[config.mk]
export PLATFORM = sky130hd
export DESIGN_NAME = uart_tx_fifo
export DESIGN_NICKNAME = d
export VERILOG_FILES = /design/src/rtl/uart_tx_fifo.sv
export SDC_FILE = /design/constraint.sdc
export NUM_CORES = 1
export LEC_CHECK = 0
export CAP_MARGIN = 20
export CORE_MARGIN = 4
export CORE_UTILIZATION = 45
export CTS_CLUSTER_SIZE = 25
export DETAILED_ROUTE_END_ITERATION = 12
export PLACE_DENSITY_LB_ADDON = 0.25
export SETUP_SLACK_MARGIN = 0.5
export SLEW_MARGIN = 20
export SYNTH_ARGS = -nofsm -noshare
export SYNTH_HDL_FRONTEND = slang
export SYNTH_SLANG_ARGS = --single-unit
[constraint.sdc]
create_clock -name clk -period 2.5 [get_ports clk]
set_clock_uncertainty 0.1 [all_clocks]
set_input_delay 0.25 -clock clk [delete_from_list [all_inputs] [get_ports clk]]
set_output_delay 0.25 -clock clk [all_outputs]
set_load 0.01 [all_outputs]
[src/rtl/uart_tx_fifo.sv]
// uart_tx_fifo: UART transmitter fed by a small circular FIFO.
//
// Words are pushed over a valid/ready handshake, buffered, and sent as
// start bit, DATA_BITS data bits (LSB first), an optional parity bit and
// STOP_BITS stop bits. When another word is waiting at the end of a frame,
// its start bit follows immediately, so consecutive frames have no idle gap.
//
// Handshake: a word is accepted on every rising edge where data_valid and
// data_ready are both high. data_ready is simply !full, and a word is held
// off for as long as data_valid stays high while data_ready is low.
//
// Ports:
//   clk        - clock, rising edge
//   rst        - asynchronous active-high reset; clears FIFO, FSM and line
//   data       - word to transmit (DATA_BITS wide)
//   data_valid - word present on data
//   data_ready - FIFO can accept a word (not full)
//   tx_line    - registered serial output, idles high
//   busy       - a frame is in progress (FSM not idle)
//   finish     - one-cycle pulse on the last cycle of a frame's final stop bit
//   fifo_count - words queued, not counting the frame being sent
//   state_dbg  - current FSM state encoding, for observation only
module uart_tx_fifo #(
  parameter int CLKS_PER_BIT = 5208,
  parameter int DATA_BITS    = 8,
  parameter int PARITY       = 1,
  parameter int STOP_BITS    = 1,
  parameter int FIFO_DEPTH   = 4
) (
  input  logic                          clk,
  input  logic                          rst,
  input  logic [DATA_BITS-1:0]          data,
  input  logic                          data_valid,
  output logic                          data_ready,
  output logic                          tx_line,
  output logic                          busy,
  output logic                          finish,
  output logic [$clog2(FIFO_DEPTH):0]   fifo_count,
  output logic [2:0]                    state_dbg
);

  localparam int AW = $clog2(FIFO_DEPTH);
  localparam int BW = $clog2(CLKS_PER_BIT);
  localparam int IW = $clog2(DATA_BITS);

  localparam logic [BW-1:0] BAUD_LAST  = BW'(CLKS_PER_BIT - 1);
  localparam logic [BW-1:0] BAUD_ONE   = BW'(1);
  localparam logic [IW-1:0] BIT_LAST   = IW'(DATA_BITS - 1);
  localparam logic [IW-1:0] BIT_ONE    = IW'(1);
  localparam logic [AW:0]   FULL_COUNT = (AW+1)'(FIFO_DEPTH);
  localparam logic [AW:0]   COUNT_ONE  = (AW+1)'(1);
  localparam logic [AW-1:0] PTR_ONE    = AW'(1);
  localparam logic          STOP_LAST  = (STOP_BITS == 2);
  localparam logic          ODD        = (PARITY == 2);

  typedef enum logic [2:0] {
    S_IDLE   = 3'd0,
    S_START  = 3'd1,
    S_DATA   = 3'd2,
    S_PARITY = 3'd3,
    S_STOP   = 3'd4
  } state_t;

  // FIFO storage and pointers
  logic [DATA_BITS-1:0] mem [FIFO_DEPTH];
  logic [AW-1:0]        wr_ptr, rd_ptr;
  logic                 push, load, empty;
  logic [DATA_BITS-1:0] head;

  // Transmit datapath
  state_t               state, state_n;
  logic [BW-1:0]        baud_cnt, baud_n;
  logic [IW-1:0]        bit_idx, bit_n;
  logic                 stop_cnt, stop_n;
  logic [DATA_BITS-1:0] shreg, shreg_n;
  logic                 par_bit, par_n;
  logic                 tx_n;
  logic                 baud_tc;

  assign data_ready = (fifo_count != FULL_COUNT);
  assign empty      = (fifo_count == '0);
  assign push       = data_valid && data_ready;
  assign head       = mem[rd_ptr];
  assign busy       = (state != S_IDLE);
  assign state_dbg  = state;
  assign baud_tc    = (baud_cnt == BAUD_LAST);

  // Pointers wrap naturally because FIFO_DEPTH is a power of two.
  always_ff @(posedge clk or posedge rst) begin
    if (rst) begin
      wr_ptr     <= '0;
      rd_ptr     <= '0;
      fifo_count <= '0;
    end else begin
      if (push) wr_ptr <= wr_ptr + PTR_ONE;
      if (load) rd_ptr <= rd_ptr + PTR_ONE;
      case ({push, load})
        2'b10:   fifo_count <= fifo_count + COUNT_ONE;
        2'b01:   fifo_count <= fifo_count - COUNT_ONE;
        default: fifo_count <= fifo_count;
      endcase
    end
  end

  // Storage needs no reset: a flush is just the pointers and count clearing.
  always_ff @(posedge clk) begin
    if (push) mem[wr_ptr] <= data;
  end

  always_ff @(posedge clk or posedge rst) begin
    if (rst) begin
      state    <= S_IDLE;
      baud_cnt <= '0;
      bit_idx  <= '0;
      stop_cnt <= 1'b0;
      shreg    <= '0;
      par_bit  <= 1'b0;
      tx_line  <= 1'b1;
    end else begin
      state    <= state_n;
      baud_cnt <= baud_n;
      bit_idx  <= bit_n;
      stop_cnt <= stop_n;
      shreg    <= shreg_n;
      par_bit  <= par_n;
      tx_line  <= tx_n;
    end
  end

  always_comb begin
    state_n = state;
    baud_n  = baud_tc ? '0 : baud_cnt + BAUD_ONE;
    bit_n   = bit_idx;
    stop_n  = stop_cnt;
    shreg_n = shreg;
    par_n   = par_bit;
    load    = 1'b0;
    finish  = 1'b0;

    case (state)
      S_IDLE: begin
        baud_n = '0;
        if (!empty) begin
          load    = 1'b1;
          state_n = S_START;
        end
      end
      S_START: begin
        if (baud_tc) begin
          state_n = S_DATA;
          bit_n   = '0;
        end
      end
      S_DATA: begin
        if (baud_tc) begin
          shreg_n = shreg >> 1;
          if (bit_idx == BIT_LAST) begin
            state_n = (PARITY != 0) ? S_PARITY : S_STOP;
          end else begin
            bit_n = bit_idx + BIT_ONE;
          end
        end
      end
      S_PARITY: begin
        if (baud_tc) state_n = S_STOP;
      end
      S_STOP: begin
        if (baud_tc) begin
          if (stop_cnt == STOP_LAST) begin
            finish = 1'b1;
            // Chain straight into the next start bit when a word is waiting.
            if (!empty) begin
              load    = 1'b1;
              state_n = S_START;
            end else begin
              state_n = S_IDLE;
            end
          end else begin
            stop_n = stop_cnt + 1'b1;
          end
        end
      end
      default: state_n = S_IDLE;
    endcase

    // A load captures the FIFO head and its parity, and restarts bit timing.
    if (load) begin
      shreg_n = head;
      par_n   = (^head) ^ ODD;
      baud_n  = '0;
      stop_n  = 1'b0;
    end

    // The line is registered, so it is driven from the state being entered.
    case (state_n)
      S_START:  tx_n = 1'b0;
      S_DATA:   tx_n = shreg_n[0];
      S_PARITY: tx_n = par_n;
      default:  tx_n = 1'b1;
    endcase
  end

endmodule

* Word-level counts from Yosys, hierarchy flattened
Memory sizes are Yosys's and may differ from the RTL's.
Index checks and enable logic that the tools add are counted.
** Word-level totals
- Flip-flop bits (word level) :: 37
- Bits in writable memories :: 32
- Input port bits :: 11
- Output and inout bits :: 10
- Word-level logic and storage cells :: 82
- Memories :: 1
** Memory list
- mem :: words 4, bits a word 8, read ports 1, clocked after Yosys merged registers in 0, wr ports 1, line 65 : logic [DATA_BITS-1:0] mem [FIFO_DEPTH];
** Operators by class
- $add $sub $neg :: 7
- Eq/ne operators :: 15
- Mux-type cells :: 35
- Reductions and logical operators :: 13
** Operators with widths (number)
- 13-bit two-way mux :: 3
- 3-bit two-way mux :: 10
- 8-bit two-way mux :: 3
- 3-bit one-hot mux with 5 select lines :: 1
- 1-bit two-way mux :: 14
- 13-bit by 1-bit adder with 13-bit output (second input constant) :: 1
- 13-bit equality test (second input constant) :: 1
- 3-bit by 2-bit equality test with 1-bit output (second input constant) :: 4
- 3-bit one-hot mux with 2 select lines :: 2
- 2-bit nonzero test :: 5
- 8-bit parity :: 1
- 3-bit by 1-bit adder with 3-bit output (second input constant) :: 2
- 3-bit by 1-bit equality test with 1-bit output (second input constant) :: 2
- 3-bit equality test (second input constant) :: 2
- 3-bit zero test :: 2
- 2-bit inequality test (second input constant) :: 3
- 2-bit by 1-bit adder with 2-bit output (second input constant) :: 2
- 2-bit AND reduction :: 2
- 4-bit AND reduction :: 1
- 3-bit inequality test (second input constant) :: 1
- 1-bit one-hot mux with 3 select lines :: 1
- 3-bit nonzero test :: 1
- 3-bit by 1-bit subtractor with 3-bit output (second input constant) :: 1
- 2-bit by 1-bit equality test with 1-bit output (second input constant) :: 1
- 4 further kinds :: 4

* Logic depth before layout (Yosys ltp)
Gate-level depths: netlist of the first run.
- Depth in word-level cells :: 7
- Depth in mapped cells :: 12
- Gate-level depth less buffers :: 11

* Worst setup path before layout of the first run
OpenSTA, ideal clock, no wires.
- Path kind :: register to register
- From :: register baud_cnt[0]
- To :: register fifo_count[2]
- Setup time :: 0.079 ns
- Arrival :: 2.370 ns
- Setup slack :: -0.049 ns
- Cell stages (with the launch flop) :: 13
- Buffers on the path :: 1
- Cell sequence :: dfrtp_1 -> ha_1 -> and4b_1 -> nand3_4 -> a21o_1 -> buf_6 -> inv_2 -> ha_1 -> inv_1 -> fa_1 -> xor2_1 -> nor2_1 -> xor2_1
** Between the ends
- Word-level cells in the longest chain between the ends :: 5
- Elaborated cells on any way between the ends :: 7
** RTL lines
- from (decl) :: line 72 : logic [BW-1:0] baud_cnt, baud_n;
- from (signal assigned) :: line 121 : baud_cnt <= baud_n;
- 13-bit equality test * :: line 86 : assign baud_tc = (baud_cnt == BAUD_LAST);
- 1-bit two-way mux * :: line 168 : if (baud_tc) begin
- 1-bit one-hot mux with 2 select lines * :: line 140 : case (state)
- 2-bit by 1-bit equality test with 1-bit output / 2-bit equality test (equally long branches) :: line 97 : case ({push, load})
- 3-bit one-hot mux with 2 select lines / 2-bit nonzero test (equally long branches)
- to (signal assigned) :: line 98 : 2'b10: fifo_count <= fifo_count + COUNT_ONE;
- to (signal assigned) :: line 99 : 2'b01: fifo_count <= fifo_count - COUNT_ONE;
- to (signal assigned) :: line 100 : default: fifo_count <= fifo_count;
- to (decl) :: line 38 : output logic [$clog2(FIFO_DEPTH):0] fifo_count,
Mark *: on every way between the ends. The rest lies on a longest branch, timed or not.
A chain may end at the register's enable or synchronous reset.

* Worst setup path after layout of the first run
- From :: register baud_cnt[1]
- To :: register fifo_count[2]
Same word-level chain as after synthesis.

==> impl_results.md, run 1 <==
* Status: complete, no violations
* Slew margin rel. at 68.92%
* Initial Util at 46.48%
* GRT Util Overall at 13.62%
* Routed Antenna Nets at 0
* CP required at between 2 and 3 ns
* Worst slew pin tran at 0.4662 ns
* Fin cells at 376
* Max Cap Viol at 0
* Clock sink count at 68
* I/O pin cnt at 21
* Synthesized flop and latch total at between 60 and 70
* DPL Wire Length at between 3 and 4 mm
* N_diodes at 0
* H-Tree Depth at 3
* Int Pwr at 2.019 mW
* Switch share at between 20% and 30%
* Main flop type after synthesis: dfrtp_1
* Comb pwr share at between 10% and 20%
* Initial antenna violation count at 0
* VDD IR max at 547.8 uV
* Core area at a little under 0.007 mm2
* Number of global-route vias before repair at 1905
* Die area at 0.008422 mm2
* Max Clk Rate at 429.5 MHz
* Flop pwr share at 50.3%
* Total gr overflow at 0
* DR vias at 1870
* EDFF count, synth at 32
* # DRC at 0
* Min-Delay Path Class: primary input to asynchronous set/reset pin
* Switch Pwr at 0.7434 mW
* Post-route setup TNS at 0 ns
* Critical path type: flip-flop to flip-flop
* Max Root-Sink Buffers at 2
* GRT met2 Usage at 21.67%
* Final critical-path required period at between 2 and 2.5 ns
* YS warnings at 0
* Placed cell count at approximately 340
* Global route hottest layer: met2
* Syn_area_per_cell at approximately 14 um2
* Final wirelength at 5.304 mm
* Die width at 91.77 um
* Num CTS Buffers at 9
* Sequential share of the synthesized area at 58.99%
* M3 GR Usage at a little over 5%
* Commonest non-fill, non-tap cell in the layout: dfrtp_1
* Yosys cell types at 47
* Routability cong. at 0.8163
* CTS tree: done
* Ys async rst share at 52.94%
* # rows at 30
* Initial DRC count at roughly 130
* Die Height at slightly above 90 um
* Port Buffers at 20
* DR WL/cell at 14.11 um
* Arrival time at the worst endpoint at 2.50 ns
* Number of vias per cell at 4.973
* Post-CTS Hold Fix Bufs at 0
* Clk_lat worst skew at 0.34 ns
* GR Layer Usage met1 at between 10% and 20%
* Pleak at 1.628 nW
* CP Max Fanout at 3
* Layout cells sized above 1 at 29.29%
* Drt pass-1 iters at 4
* P&R area growth vs syn at 23.49%
* Final-report hold violation count at 0
* CTS clock-pin slew for the worst setup and hold paths at 0.08 ns
* Syn Std Cell Area at around 0.0032 mm2
* Power density cells at just over 700 mW/mm2
* Layout net count at between 200 and 300
* Count of pins over their slew limit at 0
* First-pass GRT wire length at 8.769 mm
* Clock root cell: clkbuf_8
* RSZ-0062 raised after global routing: true
* Crit. End Element: flip-flop
* Final period util at 93.14%
* Syn nets at 246
* Largest net degree at the start of global routing at 37
* # setup viols final at 0
* Synth Instances at between 200 and 250
* Most frequent cells in the layout: 34 x dfrtp_1, 32 x edfxtp_1, 24 x nor2_1
* Clock Power Share at 33.3%
* Startpoint class of the critical path: flip-flop
## worst max-delay path: stages (launching register included)
cell	delay, ns
dfrtp_1	0.41
ha_4	0.16
and4b_2	0.27
nand3_4	0.09
a21o_1	0.21
inv_4	0.07
ha_4	0.12
inv_2	0.03
fa_2	0.34
xor2_1	0.17
nor2_1	0.11
xor2_1	0.15
## routing by layer
metal  up-vias  routed length, um
met5         -                  0
met4         0                 79
met3         9                223
met2        28               2673
met1       920               2328
li1        913                  -
## per-stage QoR
stage | setup slack (ns) | hold WS, ns | area [um2] | power, mW | util, %
floorplan | 0.06542 | 0.2489 | 3177 | 1.702 | -
global placement | 0.1847 | 0.3663 | 3501 | 1.863 | 51.53
detailed placement | 0.1212 | 0.3785 | 3501 | 1.879 | 51.53
CTS | 0.2315 | 0.2239 | 3764 | 2.797 | 55.40
global route | 0.07328 | 0.2704 | 3900 | 2.915 | 57.40
finish | 0.1715 | 0.2134 | 3900 | 2.763 | 57.40
## synth_stat cells, drive strengths merged, types with 3 or more instances
master,count,share of area [%]
xnor2,16,4.9
mux2i,9,2.9
a22o,5,1.4
dfrtp,35,28
inv,10,1.2
nor2,25,3.0
a21oi,8,2.1
edfxtp,32,30
buf,5,1.4
xor2,9,2.5
nand2,11,1.4
nand3,9,2.0
mux4,8,5.7
nand4,4,1.3
ha,8,3.2
clkbuf,3,0.40
and3,7,1.4
## final cells by class
type | instances | area (um2)
clock buffers | 9 | 123.9
clock inverters | 7 | 82.58
fillers | 564 | 2894
inverters | 10 | 40.04
multi-input cells | 140 | 1251
flip-flops and latches | 68 | 1864
well taps | 96 | 120.1
repair buffers | 46 | 417.9
## power groups by stage
stage	clock (mW)	sequential, mW	combinational, mW
global placement	0	1.41	0.451
finish	0.919	1.39	0.454
CTS	0.944	1.39	0.462
detailed placement	0	1.41	0.466
floorplan	0	1.41	0.294
global route	0.993	1.41	0.516
## cells by family after synthesis
logic type	synth area share, %
and+or+nand+nor	12.88
DFF	58.99
xor gates and xnor gates	7.409
AOI/OAI and AO/OA	5.031
buffers and inverters	2.971
muxes	8.914
adders and majority gates	3.804
## final timing paths
| path | from | endpoint | slack [ns] | depth (start not counted) |
|---|---|---|---|---|
| min in group clk | par_bit | par_bit | 0.40 | 2 |
| worst max register to register | baud_cnt[1] | fifo_count[2] | 0.17 | 11 |
| worst max-delay path | baud_cnt[1] | fifo_count[2] | 0.17 | 11 |
| worst min register to register | par_bit | par_bit | 0.40 | 2 |
| worst min-delay path | rst | baud_cnt[12] | 0.21 | 3 |
| max in group asynchronous | rst | tx_line | 1.74 | 3 |
## sequential cells by signal, indices dropped and copies added (netlist names), 2 cells and up
signal and cells:
wr_ptr 2, shreg 8, rd_ptr 2, baud_cnt 13
bit_idx 3, fifo_count 3, state_dbg 3, mem 32
## timing repair
item | 4_1_cts | 5_1_grt
gates cloned | 0 | 0
resized for setup | 6 | 15
pin swaps | 4 | 9
buffers inserted | 7 | 11
hold endpoints to repair | 0 | 0
setup endpoints to repair | 9 | 6
Note: power is estimated with default switching activity, not from simulation.
==> run 2, diff against run 1 <==
--- a/config.mk
+++ b/config.mk
@@ -10,8 +10,9 @@
 export CORE_UTILIZATION = 45
 export CTS_CLUSTER_SIZE = 25
 export DETAILED_ROUTE_END_ITERATION = 12
-export PLACE_DENSITY_LB_ADDON = 0.25
+export PLACE_DENSITY = 0.66
 export SETUP_SLACK_MARGIN = 0.5
+export SKIP_LAST_GASP = 1
 export SLEW_MARGIN = 20
 export SYNTH_ARGS = -nofsm -noshare
 export SYNTH_HDL_FRONTEND = slang
==> run 2 against run 1 <==
Against the previous run:
- combinational power up 4.6%
- worst setup slack better by 0.099 ns
- maximum frequency up 4.5%
- utilization up 0.092 points
- design area up 0.16%
- register-to-register slack better by 0.099 ns
- die area unchanged
- via count down 0.32%
- non-clock buffer count down 1
- flip-flop and latch count unchanged
- sequential share of layout area down 0.077 points
- sequential power about the same
- critical path type unchanged
==> impl_results.md, run 2 (same netlist as run 1, synthesis figures left out) <==
* Drt pass-1 iters at 4
* Count of pins over their slew limit at 0
* Power density cells at 717.1 mW/mm2
* Max Root-Sink Buffers at 2
* Clock sink count at 68
* Most frequent cells in the layout: 34 x dfrtp_1, 32 x edfxtp_1, 24 x nor2_1
* Die area at 0.008422 mm2
* N_diodes at 0
* Largest stage delay on the critical path at between 0.3 and 0.4 ns
* CP Max Fanout at 2
* Area of the multi-input gates at 0.001260 mm2
* Critical path type: flip-flop to flip-flop
* DR top layer: met4
* Pleak at 1.643 nW
* Crit-path slowest cell: dfrtp_1
* Initial Util at 46.48%
* # DRC at 0
* CTS tree: done
* Initial antenna violation count at 0
* Final wirelength at 5.613 mm
* Reg area at 0.001864 mm2
* M1 WL at about 2.6 mm
* Max Clk Rate at approximately 450 MHz
* Flop pwr share at 49.8%
* Routed wl met3 at approximately 200 um
* Num CTS Buffers at 9
* Die width at 91.77 um
* Clock root cell: clkbuf_8
* Int Pwr at 2.031 mW
* Clock Power Share at 33.3%
* DR WL/cell at around 15 um
* Number of global-route vias before repair at 1904
* DPL Wire Length at 3.785 mm
* Max Cap Viol at 0
* Crit path top cell by count: xor2_1
* Final period util at between 80% and 90%
* Final critical-path required period at 2.229 ns
* Switch Pwr at 0.7702 mW
* Worst slew pin tran at roughly 0.7 ns
* Startpoint class of the critical path: flip-flop
* CP required at 2.67 ns
* DR vias at 1864
* GRT Util Overall at 14.59%
* Post-route setup TNS at 0 ns
* Final-report hold violation count at 0
* Hold slack at 0.2136 ns
* Critical Path Source: baud_cnt[0]
* VDD IR max at ~470 uV
* Routed Antenna Nets at 0
* R2r startpoint: baud_cnt[0]
* Biggest regs: mem: 32 flops, baud_cnt: 13 flops, shreg: 8 flops
* Initial DRC count at 64
* # rows at 30
* Switch share at a little over a quarter
* Total gr overflow at 0
* Commonest non-fill, non-tap cell in the layout: dfrtp_1
* Number of vias per cell at 4.971
* Largest net degree at the start of global routing at 20
* Slew margin rel. at between 50% and 60%
* Arrival time at the worst endpoint at between 2 and 2.5 ns
* Layout net count at slightly below 300
* P&R area growth vs syn at 23.69%
* Met2 WL at between 2 and 3 mm
* Layout cells sized above 1 at 29.75%
* Status: complete, no violations
* I/O pin cnt at 21
* First-pass GRT wire length at around 9.4 mm
* Die Height at 91.77 um
* Min-Delay Path Class: primary input to asynchronous set/reset pin
* Filler cells at 547
* # setup viols final at 0
* Largest register FFs at 32
* Comb pwr share at between 10% and 20%
* Routability cong. at ~0.75
* H-Tree Depth at 3
* Clk_lat worst skew at approximately 0.35 ns
* Top reg by flops: mem
* Crit. End Element: flip-flop
* Critical path cell sequence: ha_2, and4b_2, nand3_4, a21o_1, inv_4, ha_4, inv_2, fa_2, xor2_1, nor2_1, xor2_1
* Core area at 0.006794 mm2
* Port Buffers at 20
* Post-CTS Hold Fix Bufs at 0
* CTS clock-pin slew for the worst setup and hold paths at 0.08 ns
* RSZ-0062 raised after global routing: true
-- run 2: cell count changes in the layout (fill, tap and decap cells not counted), sizes merged --
cell      before  now
clkinv         4    2
buf           27   26
clkinvlp       0    1
inv           12   13
-- run 2: repair_timing --
| item | 4_1_cts | 5_1_grt |
|---|---|---|
| setup endpoints to repair | 9 | 7 |
| buffers inserted | 12 | 4 |
| resized for setup | 8 | 10 |
| pin swaps | 6 | 3 |
| endpoints found under the hold margin | 0 | 0 |
-- run 2: power groups by stage --
stage	clock network (mW)	registers, mW	logic (mW)
2_1_floorplan	0	1.41	0.294
5_1_grt	1.01	1.41	0.534
3_3_place_gp	0	1.42	0.465
3_5_place_dp	0	1.42	0.472
4_1_cts	0.959	1.40	0.468
6_report	0.932	1.39	0.475
-- run 2: routing by layer --
layer | vias up | global-route usage, %
met1 | 917 | 18.89
met2 | 29 | 22.76
li1 | 910 | -
met4 | 0 | 6.683
met3 | 8 | 4.184
met5 | - | 0
-- run 2: area by class of cell --
| class | instances | area share (%) |
|---|---|---|
| inverters | 10 | 1.025 |
| multi-input cells | 140 | 32.25 |
| clock buffers | 9 | 3.171 |
| flip-flops and latches | 68 | 47.73 |
| clock inverters | 7 | 2.082 |
| repair buffers | 45 | 10.67 |
| well taps | 96 | 3.075 |
-- run 2: path summary, 6_finish.rpt --
check,cells after the start,slack (ns),end
worst max-delay path,11,0.27,fifo_count[2]
worst min-delay path,2,0.21,shreg[0]
worst min register to register,2,0.39,par_bit
min in group clk,2,0.39,par_bit
max in group asynchronous,3,1.53,shreg[2]
worst max register to register,11,0.27,fifo_count[2]
-- run 2: worst max-delay path, delay by kind of cell (launching register included) --
kind | cells | cell delay, ns
AND/OR/NAND/NOR | 3 | 0.44
XOR/XNOR | 2 | 0.29
AO/OA/AOI/OAI | 1 | 0.21
buffers and inverters | 2 | 0.10
flip-flops | 1 | 0.38
adder cells (fa/ha/maj) | 3 | 0.63
-- run 2: metrics by stage --
stage                     area [um2]  setup WS (ns)  cells  util [%]  power (mW)
after global placement          3521         0.1927    343     51.82       1.883
after CTS                       3840         0.2808    371     56.52       2.825
after floorplan                 3177        0.06542    226         -       1.702
final                           3906         0.2709    375     57.50       2.801
after detailed placement        3521         0.1355    343     51.82       1.893
after global routing            3906         0.1789    375     57.50       2.953
==> run 3, diff against run 2 <==
--- a/config.mk
+++ b/config.mk
@@ -5,7 +5,9 @@
 export SDC_FILE = /design/constraint.sdc
 export NUM_CORES = 1
 export LEC_CHECK = 0
+export ABC_AREA = 0
 export CAP_MARGIN = 20
+export CORE_ASPECT_RATIO = 1.25
 export CORE_MARGIN = 4
 export CORE_UTILIZATION = 45
 export CTS_CLUSTER_SIZE = 25
==> run 3 against run 2 <==
Against the previous run:
- sequential power about the same
- maximum frequency decreased by 0.17%
- sequential share of layout area increased by 0.43 points
- critical endpoint unchanged
- utilization increased by 0.38 points
- wire length decreased by 5.6%
- power increased by 1.7%
- clock power increased by 7.1%
==> impl_results.md, run 3 (same netlist as run 1, synthesis figures left out) <==
* GRT Util Overall at about 14%
* Placed cell count at 334
* Largest register FFs at 32
* Routed Antenna Nets at 0
* Int Pwr at 2.110 mW
* Design Area, Final at 0.003871 mm2
* Fin cells at around 360
* Final-report hold violation count at 0
* I/O pin cnt at 21
* Number of global-route vias before repair at between 1500 and 2000
* Startpoint class of the critical path: flip-flop
* Crit. End Element: flip-flop
* Flop pwr share at 49.0%
* Dpl cell area at 0.003497 mm2
* Switch share at 25.93%
* Final critical-path required period at around 2.2 ns
* Clock sink count at 68
* Initial DRC count at about 110
* DR vias at 1822
* Drt pass-1 iters at 5
* CP Max Fanout at 2
* Die area at 0.008431 mm2
* DPL Wire Length at 3.588 mm
* Num CTS Buffers at 9
* VDD IR max at 449.0 uV
* # setup viols final at 0
* Most frequent cells in the layout: 34 x dfrtp_1, 32 x edfxtp_1, 25 x nor2_1
* CTS clock-pin slew for the worst setup and hold paths at 0.08 ns
* Switch Pwr at roughly 0.74 mW
* Max Root-Sink Buffers at 2
* Commonest non-fill, non-tap cell in the layout: dfrtp_1
* H-Tree Depth at 3
* Max Cap Viol at 0
* Layout net count at 290
* Critical path type: flip-flop to flip-flop
* Worst slew pin tran at 0.4516 ns
* First-pass GRT wire length at roughly 9.3 mm
* Post-route setup TNS at 0 ns
* Count of pins over their slew limit at 0
* Max Clk Rate at 447.8 MHz
* Initial antenna violation count at 0
* Status: complete, no violations
* Routability cong. at ~0.74
* Final wirelength at 5.296 mm
* Clock root cell: clkbuf_8
* CP required at 2.67 ns
* # DRC at 0
* P&R area growth vs syn at 22.58%
* Largest net degree at the start of global routing at 37
* Power density cells at ~740 mW/mm2
* Clk_lat worst skew at 0.34 ns
* Clock Power Share at 35.0%
* Final period util at 89.32%
* Comb pwr share at 16.0%
* Number of vias per cell at 5.033
* DR WL/cell at 14.63 um
* N_diodes at 0
* PnR worst setup slack at roughly 0.27 ns
* Biggest regs: mem: 32 flops, baud_cnt: 13 flops, shreg: 8 flops
* # rows at 33
* Layout cells sized above 1 at 28.73%
* Initial Util at a little under half
* Core area at 0.006689 mm2
* Min-Delay Path Class: primary input to asynchronous set/reset pin
* Total gr overflow at 0
* CTS tree: done
* Pre-CTS WS at ~0.14 ns
* RSZ-0062 raised after global routing: true
* Pleak at 1.591 nW
* Die width at between 80 and 90 um
* Slew margin rel. at 69.66%
* Top reg by flops: mem
* Arrival time at the worst endpoint at 2.40 ns
* Die Height at between 100 and 150 um
* Port Buffers at 20
[run 3: cell types whose count changed in the layout (fill, tap and decap cells not counted), moves of 3 or more]
cell,delta
buf_4,-3
clkinvlp_4,+3
xnor2_1,+3
xnor2_2,-3
[run 3: layer usage]
layer / track usage (%) / vias up / routed length (um)
li1: - / 900 / -
met4: 7.547 / 0 / 98
met2: 24.32 / 32 / 2719
met3: 2.848 / 10 / 169
met5: 0 / - / 0
met1: 16.64 / 880 / 2309
[run 3: path summary, 6_finish.rpt]
check	from	endpoint	slack, ns	cells past startpoint
setup / recovery	baud_cnt[9]	fifo_count[2]	0.27	10
hold / removal	rst	baud_cnt[8]	0.21	3
setup reg to reg	baud_cnt[9]	fifo_count[2]	0.27	10
hold reg to reg	par_bit	par_bit	0.39	2
max in group asynchronous	rst	tx_line	1.74	3
min in group clk	par_bit	par_bit	0.39	2
[run 3: power groups by stage]
stage          sequential, mW  combinational, mW  clock [mW]
2_1_floorplan            1.41              0.294           0
4_1_cts                  1.39              0.467        1.02
3_3_place_gp             1.41              0.451           0
3_5_place_dp             1.42              0.463           0
5_1_grt                  1.41              0.509        1.07
6_report                 1.39              0.456       0.998
[run 3: critical path: stages, from the launching register on]
cell,delay [ns]
dfrtp_1,0.41
nor4b_4,0.40
nand3_4,0.11
a21o_1,0.21
inv_4,0.07
ha_4,0.12
inv_2,0.03
fa_2,0.32
xor2_1,0.14
nor2_1,0.11
xor2_1,0.14
[run 3: final cells by class]
| type | instances | area (um2) |
|---|---|---|
| Inverter | 10 | 40.04 |
| Timing Repair Buffer | 41 | 367.9 |
| Clock buffer | 9 | 123.9 |
| Tap cell | 87 | 108.9 |
| Sequential cell | 68 | 1864 |
| Fill cell | 537 | 2818 |
| Clock inverter | 7 | 98.84 |
| Multi-Input combinational cell | 140 | 1267 |
[run 3: repair_timing]
action                     in CTS  in global routing
hold buffers                    0                  0
pin swaps                       9                  4
setup buffers                  11                  1
resized for setup               8                 12
setup endpoints to repair       7                  9
[run 3: through the flow]
stage / utilization (%) / hold slack (ns) / total power [mW]
after floorplan: - / 0.2489 / 1.702
after global placement: 52.28 / 0.3680 / 1.860
after detailed placement: 52.28 / 0.3759 / 1.881
after CTS: 57.15 / 0.2224 / 2.881
after global routing: 57.88 / 0.2743 / 2.991
final: 57.88 / 0.2127 / 2.849
